==> src/rtl/box_draw_arbiter.sv <==
// box_draw_arbiter
// Round-robin share of a single box drawer between three box sources
// (0 = left paddle, 1 = right paddle, 2 = ball). Each granted request
// produces an optional erase beat (previous rectangle in BG_COLOR) and
// then a draw beat (new rectangle in its own colour).
module box_draw_arbiter #(
    parameter int                 COORD_W  = 9,
    parameter int                 COLOR_W  = 3,
    parameter logic [COLOR_W-1:0] BG_COLOR = '0
) (
    input  logic                   clock,
    input  logic                   reset,
    input  logic                   clear_hist,
    input  logic [2:0]             req_valid,
    output logic [2:0]             req_ready,
    input  logic [3*COORD_W-1:0]   req_x,
    input  logic [3*COORD_W-1:0]   req_y,
    input  logic [3*COORD_W-1:0]   req_w,
    input  logic [3*COORD_W-1:0]   req_h,
    input  logic [3*COLOR_W-1:0]   req_color,
    output logic                   m_valid,
    input  logic                   m_ready,
    output logic [COORD_W-1:0]     m_x,
    output logic [COORD_W-1:0]     m_y,
    output logic [COORD_W-1:0]     m_w,
    output logic [COORD_W-1:0]     m_h,
    output logic [COLOR_W-1:0]     m_color,
    output logic                   busy
);

    typedef enum logic [1:0] {
        S_IDLE  = 2'd0,
        S_ERASE = 2'd1,
        S_DRAW  = 2'd2
    } state_t;

    state_t state_q, state_d;

    // Per-source views of the packed request buses (source i at [i*W +: W]).
    logic [2:0][COORD_W-1:0] src_x, src_y, src_w, src_h;
    logic [2:0][COLOR_W-1:0] src_c;

    assign src_x = req_x;
    assign src_y = req_y;
    assign src_w = req_w;
    assign src_h = req_h;
    assign src_c = req_color;

    // Arbitration
    logic [1:0] last_grant_q;
    logic [1:0] grant_q;
    logic [1:0] grant_idx;
    logic [1:0] cand;
    logic       grant_found;
    logic       transfer;
    logic       same_box;
    logic       skip_erase;
    logic       beat_done;

    // Previously drawn box per source
    logic [2:0]              have_prev_q;
    logic [2:0][COORD_W-1:0] prev_x_q, prev_y_q, prev_w_q, prev_h_q;

    // Working copy of the accepted request
    logic [COORD_W-1:0] cap_x_q, cap_y_q, cap_w_q, cap_h_q;
    logic [COLOR_W-1:0] cap_c_q;

    // Registered beat towards the drawer
    logic               m_valid_q;
    logic [COORD_W-1:0] m_x_q, m_y_q, m_w_q, m_h_q;
    logic [COLOR_W-1:0] m_color_q;

    function automatic logic [1:0] next_src(input logic [1:0] s);
        return (s == 2'd2) ? 2'd0 : s + 2'd1;
    endfunction

    // Round-robin search starting just after the last granted source.
    always_comb begin
        grant_found = 1'b0;
        grant_idx   = 2'd0;
        cand        = next_src(last_grant_q);
        for (int k = 0; k < 3; k++) begin
            if (!grant_found && req_valid[cand]) begin
                grant_found = 1'b1;
                grant_idx   = cand;
            end
            cand = next_src(cand);
        end
    end

    assign transfer   = (state_q == S_IDLE) && grant_found;
    assign same_box   = (src_x[grant_idx] == prev_x_q[grant_idx]) &&
                        (src_y[grant_idx] == prev_y_q[grant_idx]) &&
                        (src_w[grant_idx] == prev_w_q[grant_idx]) &&
                        (src_h[grant_idx] == prev_h_q[grant_idx]);
    // Nothing to erase if the source never drew, or the rectangle is unchanged.
    assign skip_erase = !have_prev_q[grant_idx] || same_box;
    assign beat_done  = m_valid_q && m_ready;

    // State register
    always_ff @(posedge clock or posedge reset) begin
        if (reset) begin
            state_q <= S_IDLE;
        end else begin
            state_q <= state_d;
        end
    end

    // Next-state logic
    always_comb begin
        state_d = state_q;
        case (state_q)
            S_IDLE:  if (transfer)  state_d = skip_erase ? S_DRAW : S_ERASE;
            S_ERASE: if (beat_done) state_d = S_DRAW;
            S_DRAW:  if (beat_done) state_d = S_IDLE;
            default: state_d = S_IDLE;
        endcase
    end

    // Outputs decoded from state and the current grant
    always_comb begin
        req_ready = 3'b000;
        if (transfer) begin
            req_ready = 3'b001 << grant_idx;
        end
        busy = (state_q != S_IDLE);
    end

    // Capture the granted request and remember who was served last.
    always_ff @(posedge clock or posedge reset) begin
        if (reset) begin
            cap_x_q      <= '0;
            cap_y_q      <= '0;
            cap_w_q      <= '0;
            cap_h_q      <= '0;
            cap_c_q      <= '0;
            grant_q      <= 2'd0;
            last_grant_q <= 2'd2;
        end else if (transfer) begin
            cap_x_q      <= src_x[grant_idx];
            cap_y_q      <= src_y[grant_idx];
            cap_w_q      <= src_w[grant_idx];
            cap_h_q      <= src_h[grant_idx];
            cap_c_q      <= src_c[grant_idx];
            grant_q      <= grant_idx;
            last_grant_q <= grant_idx;
        end
    end

    // Load the beat registers on entry to ERASE/DRAW; hold while stalled.
    always_ff @(posedge clock or posedge reset) begin
        if (reset) begin
            m_valid_q <= 1'b0;
            m_x_q     <= '0;
            m_y_q     <= '0;
            m_w_q     <= '0;
            m_h_q     <= '0;
            m_color_q <= '0;
        end else if (transfer) begin
            m_valid_q <= 1'b1;
            if (skip_erase) begin
                m_x_q     <= src_x[grant_idx];
                m_y_q     <= src_y[grant_idx];
                m_w_q     <= src_w[grant_idx];
                m_h_q     <= src_h[grant_idx];
                m_color_q <= src_c[grant_idx];
            end else begin
                m_x_q     <= prev_x_q[grant_idx];
                m_y_q     <= prev_y_q[grant_idx];
                m_w_q     <= prev_w_q[grant_idx];
                m_h_q     <= prev_h_q[grant_idx];
                m_color_q <= BG_COLOR;
            end
        end else if (state_q == S_ERASE && beat_done) begin
            m_x_q     <= cap_x_q;
            m_y_q     <= cap_y_q;
            m_w_q     <= cap_w_q;
            m_h_q     <= cap_h_q;
            m_color_q <= cap_c_q;
        end else if (state_q == S_DRAW && beat_done) begin
            m_valid_q <= 1'b0;
        end
    end

    // Record the drawn box per source; a same-edge clear_hist takes priority.
    always_ff @(posedge clock or posedge reset) begin
        if (reset) begin
            have_prev_q <= '0;
            prev_x_q    <= '0;
            prev_y_q    <= '0;
            prev_w_q    <= '0;
            prev_h_q    <= '0;
        end else begin
            if (state_q == S_DRAW && beat_done) begin
                prev_x_q[grant_q]    <= cap_x_q;
                prev_y_q[grant_q]    <= cap_y_q;
                prev_w_q[grant_q]    <= cap_w_q;
                prev_h_q[grant_q]    <= cap_h_q;
                have_prev_q[grant_q] <= 1'b1;
            end
            if (clear_hist) begin
                have_prev_q <= '0;
            end
        end
    end

    assign m_valid = m_valid_q;
    assign m_x     = m_x_q;
    assign m_y     = m_y_q;
    assign m_w     = m_w_q;
    assign m_h     = m_h_q;
    assign m_color = m_color_q;

endmodule

==> config.mk <==
export PLATFORM = sky130hd
export DESIGN_NAME = box_draw_arbiter
export DESIGN_NICKNAME = d
export VERILOG_FILES = /design/src/rtl/box_draw_arbiter.sv
export SDC_FILE = /design/constraint.sdc
export NUM_CORES = 1
export LEC_CHECK = 0
export CAP_MARGIN = 15
export CORE_ASPECT_RATIO = 1.2
export CORE_UTILIZATION = 25
export DETAILED_ROUTE_END_ITERATION = 7
export PLACE_DENSITY = 0.51
export SYNTH_ARGS = -nofsm -noshare
export SYNTH_HDL_FRONTEND = slang
export SYNTH_SLANG_ARGS = --single-unit
==> constraint.sdc <==
create_clock -name clock -period 15.5 [get_ports clock]
set_input_delay 4.65 -clock clock [delete_from_list [all_inputs] [get_ports clock]]
set_output_delay 4.65 -clock clock [all_outputs]
set_load 0.02 [all_outputs]
==> flow_summary.ini <==
[setup_path]
crit_type = input port to primary output
setup.worst_path.end_class = primary output
crit_chain = clkdlybuf4s50_1, nor3_1, or2_2, nor2_1, clkdlybuf4s50_1
crit_buf_inv = 2
slowest_delay_ns = 0.77
cp_common_cell = clkdlybuf4s50_1
path_max_fanout = 41
cp.arrival_ns = 7.35
cp_slowest_cell = clkdlybuf4s50_1
critPathRequiredTime_ns = 10.85
path_delay_family = buffers and inverters
critPathLaunchType = input port

[flow_run]
maxCapViolCount = 0

[sta]
fin_setup_tns_ns = 0
timing.final.hold_violations = 0
setup-violations-final = 0
rsz0062_at_grt = false
finClkSkew_ns = 0.0164
worst_slack_ns = 3.50
finalCriticalPeriod_ns = 12.00
min_period_over_period = 0.774
worst_slew_pin_slew_ns = 1.03
slew_violations = 0
timing.slew.headroom = 0.311
fmax_mhz = 83.3

[cts]
hold_buffers = 0
cts_tree = yes
clkTransAtPathRegs_ns = 0.08
cts-resized-gates = 0
clk-insertion-delay-late_ns = 0.44
cts-root-buf = clkbuf_16
ctsLongestPathBuffers = 2
cts_htree_levels = 4
cts.sinks = 195
cts_buffers = 17
post_cts_buffers = 0

[final_layout]
nets = 1323
drive_gt1_frac = 0.173
fin_cells = 1758
fillers = 4323
diodes = 0
area_growth_pct = 26.5

[global_routing]
grt_pass1_vias = 9336
grt_max_degree = 128
grt_overflow_total = 0
grt_usage = 0.175
grt_pass1_wl_um = 57800
antenna_found_initial = 0

[yosys]
synth_fp_nets = 1201
yosys-top-cells-area = dfrtp_1 (45%), mux2_2 (11%), nor2_1 (3.6%)
synthFlopType = dfrtp_1
async_flop_share = 1.00
yosysSeqAreaShare = 0.455
netlist_area_mm2 = 0.0107
yosysUniqueCellTypes = 66
yosysTopAreaCell = dfrtp_1
syn_area_per_cell_um2 = 9.97
netlist_instances = 1077
synth-seq-cells = 195
synth_edf_count = 0
ys.warnings.count = 0
yosysTopAreaCellShare = 0.452

[die]
die_w_um = 191
io_pins = 168
initial_utilization = 0.255
rows = 82
die_h_um = 229
coreArea_mm2 = 0.0421
dieArea_mm2 = 0.0438

[pwr]
p_leak_nw = 5.58
total_power_w = 0.00265
ir_worst_vdd_uv = 85.1
power_density_mw_per_mm2 = 195

[detailed_routing]
drt.antenna.violating_nets = 0
dr.pass1.iters = 5
drt_first_iter_violations = 769
vias = 9396
wl_per_cell_um = 21.7
via_per_inst = 5.34
drt-total-wl_um = 38100
drc = 0

[place]
post-place-ws_ns = 3.46
dp.cells = 1726
placement.io_buffers = 167
hpwl_um = 24400
gp_congestion = 0.794

[min_path]
hold_class = register to register

[status]
status = completed
cells by family (layout without fill, tap and decap cells):
logic type	after synthesis	in the layout	share of synthesized area
compound gates	282	282	0.208
xor+xnor	13	13	0.0106
buf+inv	96	231	0.0400
flops	195	195	0.455
mux	110	110	0.115
simple gates	381	381	0.172
Yosys cell counts (all sizes together), types with 6 or more instances:
master / n
or2: 13
a31oi: 7
o211ai: 27
a221o: 18
mux2: 105
a211o: 7
a221oi: 44
and2: 26
nand3b: 6
nor2: 104
a211oi: 12
o221ai: 15
nand2: 101
a31o: 11
a21oi: 21
inv: 9
nand4b: 7
nor4: 7
xnor2: 9
nor2b: 6
nand2b: 27
o2111ai: 12
clkbuf: 57
a21o: 38
o21ai: 34
nor3: 16
buf: 30
nand3: 52
dfrtp: 194
layout by cell type, fill, tap and decap left out, drive strengths merged, types with 5 or more instances in the layout:
cell type / synthesis / final
xnor2: 9 / 9
a31oi: 7 / 7
a21oi: 21 / 21
nand4b: 7 / 7
a21o: 38 / 38
o21a: 5 / 5
inv: 9 / 17
nand2: 101 / 101
o2111ai: 12 / 12
a221oi: 44 / 44
nor3: 16 / 16
a211oi: 12 / 12
o211ai: 27 / 27
nor4: 7 / 7
or2: 13 / 13
o21ai: 34 / 34
nand3: 52 / 52
nand2b: 27 / 27
a221o: 18 / 18
nor2: 104 / 104
a22oi: 5 / 5
nand3b: 6 / 6
buf: 30 / 23
clkdlybuf4s50: 0 / 167
nor2b: 6 / 6
a211o: 7 / 7
mux2: 105 / 105
dfrtp: 194 / 194
mux2i: 5 / 5
a31o: 11 / 11
and2: 26 / 26
o221ai: 15 / 15
clkbuf: 57 / 18
where the power goes:
part	total [W]	internal (W)	leakage [nW]	switching, W
sequential	0.000933	0.000752	2.41	0.000182
clock	0.000494	0.000268	0.316	0.000225
combinational	0.00122	0.000543	2.86	0.000678
worst paths after layout:
kind	start	end	slack [ns]	cells after the start
max	req_valid[1]	req_ready[2]	3.50	5
min	cap_c_q[0]	cap_c_q[0]	0.48	2
max reg2reg	last_grant_q[0]	m_x[0]	10.22	10
min reg2reg	cap_c_q[0]	cap_c_q[0]	0.48	2
max in group asynchronous	reset	prev_x_q[16]	9.16	3
min in group asynchronous	reset	grant_q[1]	4.85	2
per-stage QoR:
step | util | area, um^2 | hold slack [ns]
floorplan | - | 10700 | 0.445
global placement | 0.308 | 12900 | 0.459
detailed placement | 0.308 | 12900 | 0.462
CTS | 0.323 | 13600 | 0.483
global route | 0.323 | 13600 | 0.516
finish | 0.323 | 13600 | 0.480
worst reg2reg max path: cells and delay by family, from the launching register on:
kind	cells	cell delay (ns)
AND/OR/NAND/NOR	4	2.71
AO/OA/AOI/OAI	5	1.20
buffers and inverters	1	0.68
flip-flops	1	0.56
registers in the layout, indices dropped and copies added (netlist names):
signal	flops
grant_q	1
cap_c_q	3
cap_x_q	9
last_grant_q	2
m_valid	1
m_x	9
prev_y_q	27
prev_w_q	27
m_h	9
cap_w_q	9
state_q	2
m_w	9
m_y	9
cap_h_q	9
prev_h_q	27
cap_y_q	9
m_color	3
prev_x_q	27
have_prev_q	3
per-layer routing:
metal | GRT usage | vias up | routed length [um]
li1 | - | 4244 | -
met3 | 0.0265 | 45 | 1860
met5 | 0 | - | 0
met2 | 0.293 | 311 | 18600
met4 | 0.0424 | 0 | 596
met1 | 0.234 | 4796 | 17000
area by class of cell:
class	count	area, um^2	share of cell area
multi-input combinational	786	5490	0.404
timing repair buffer	190	1840	0.136
inverter	9	41.3	0.00304
sequential	195	4880	0.359
clock inverter	14	208	0.0153
tap	546	683	0.0503
clock buffer	18	439	0.0323
No activity file was read; power rests on OpenSTA's default activity.
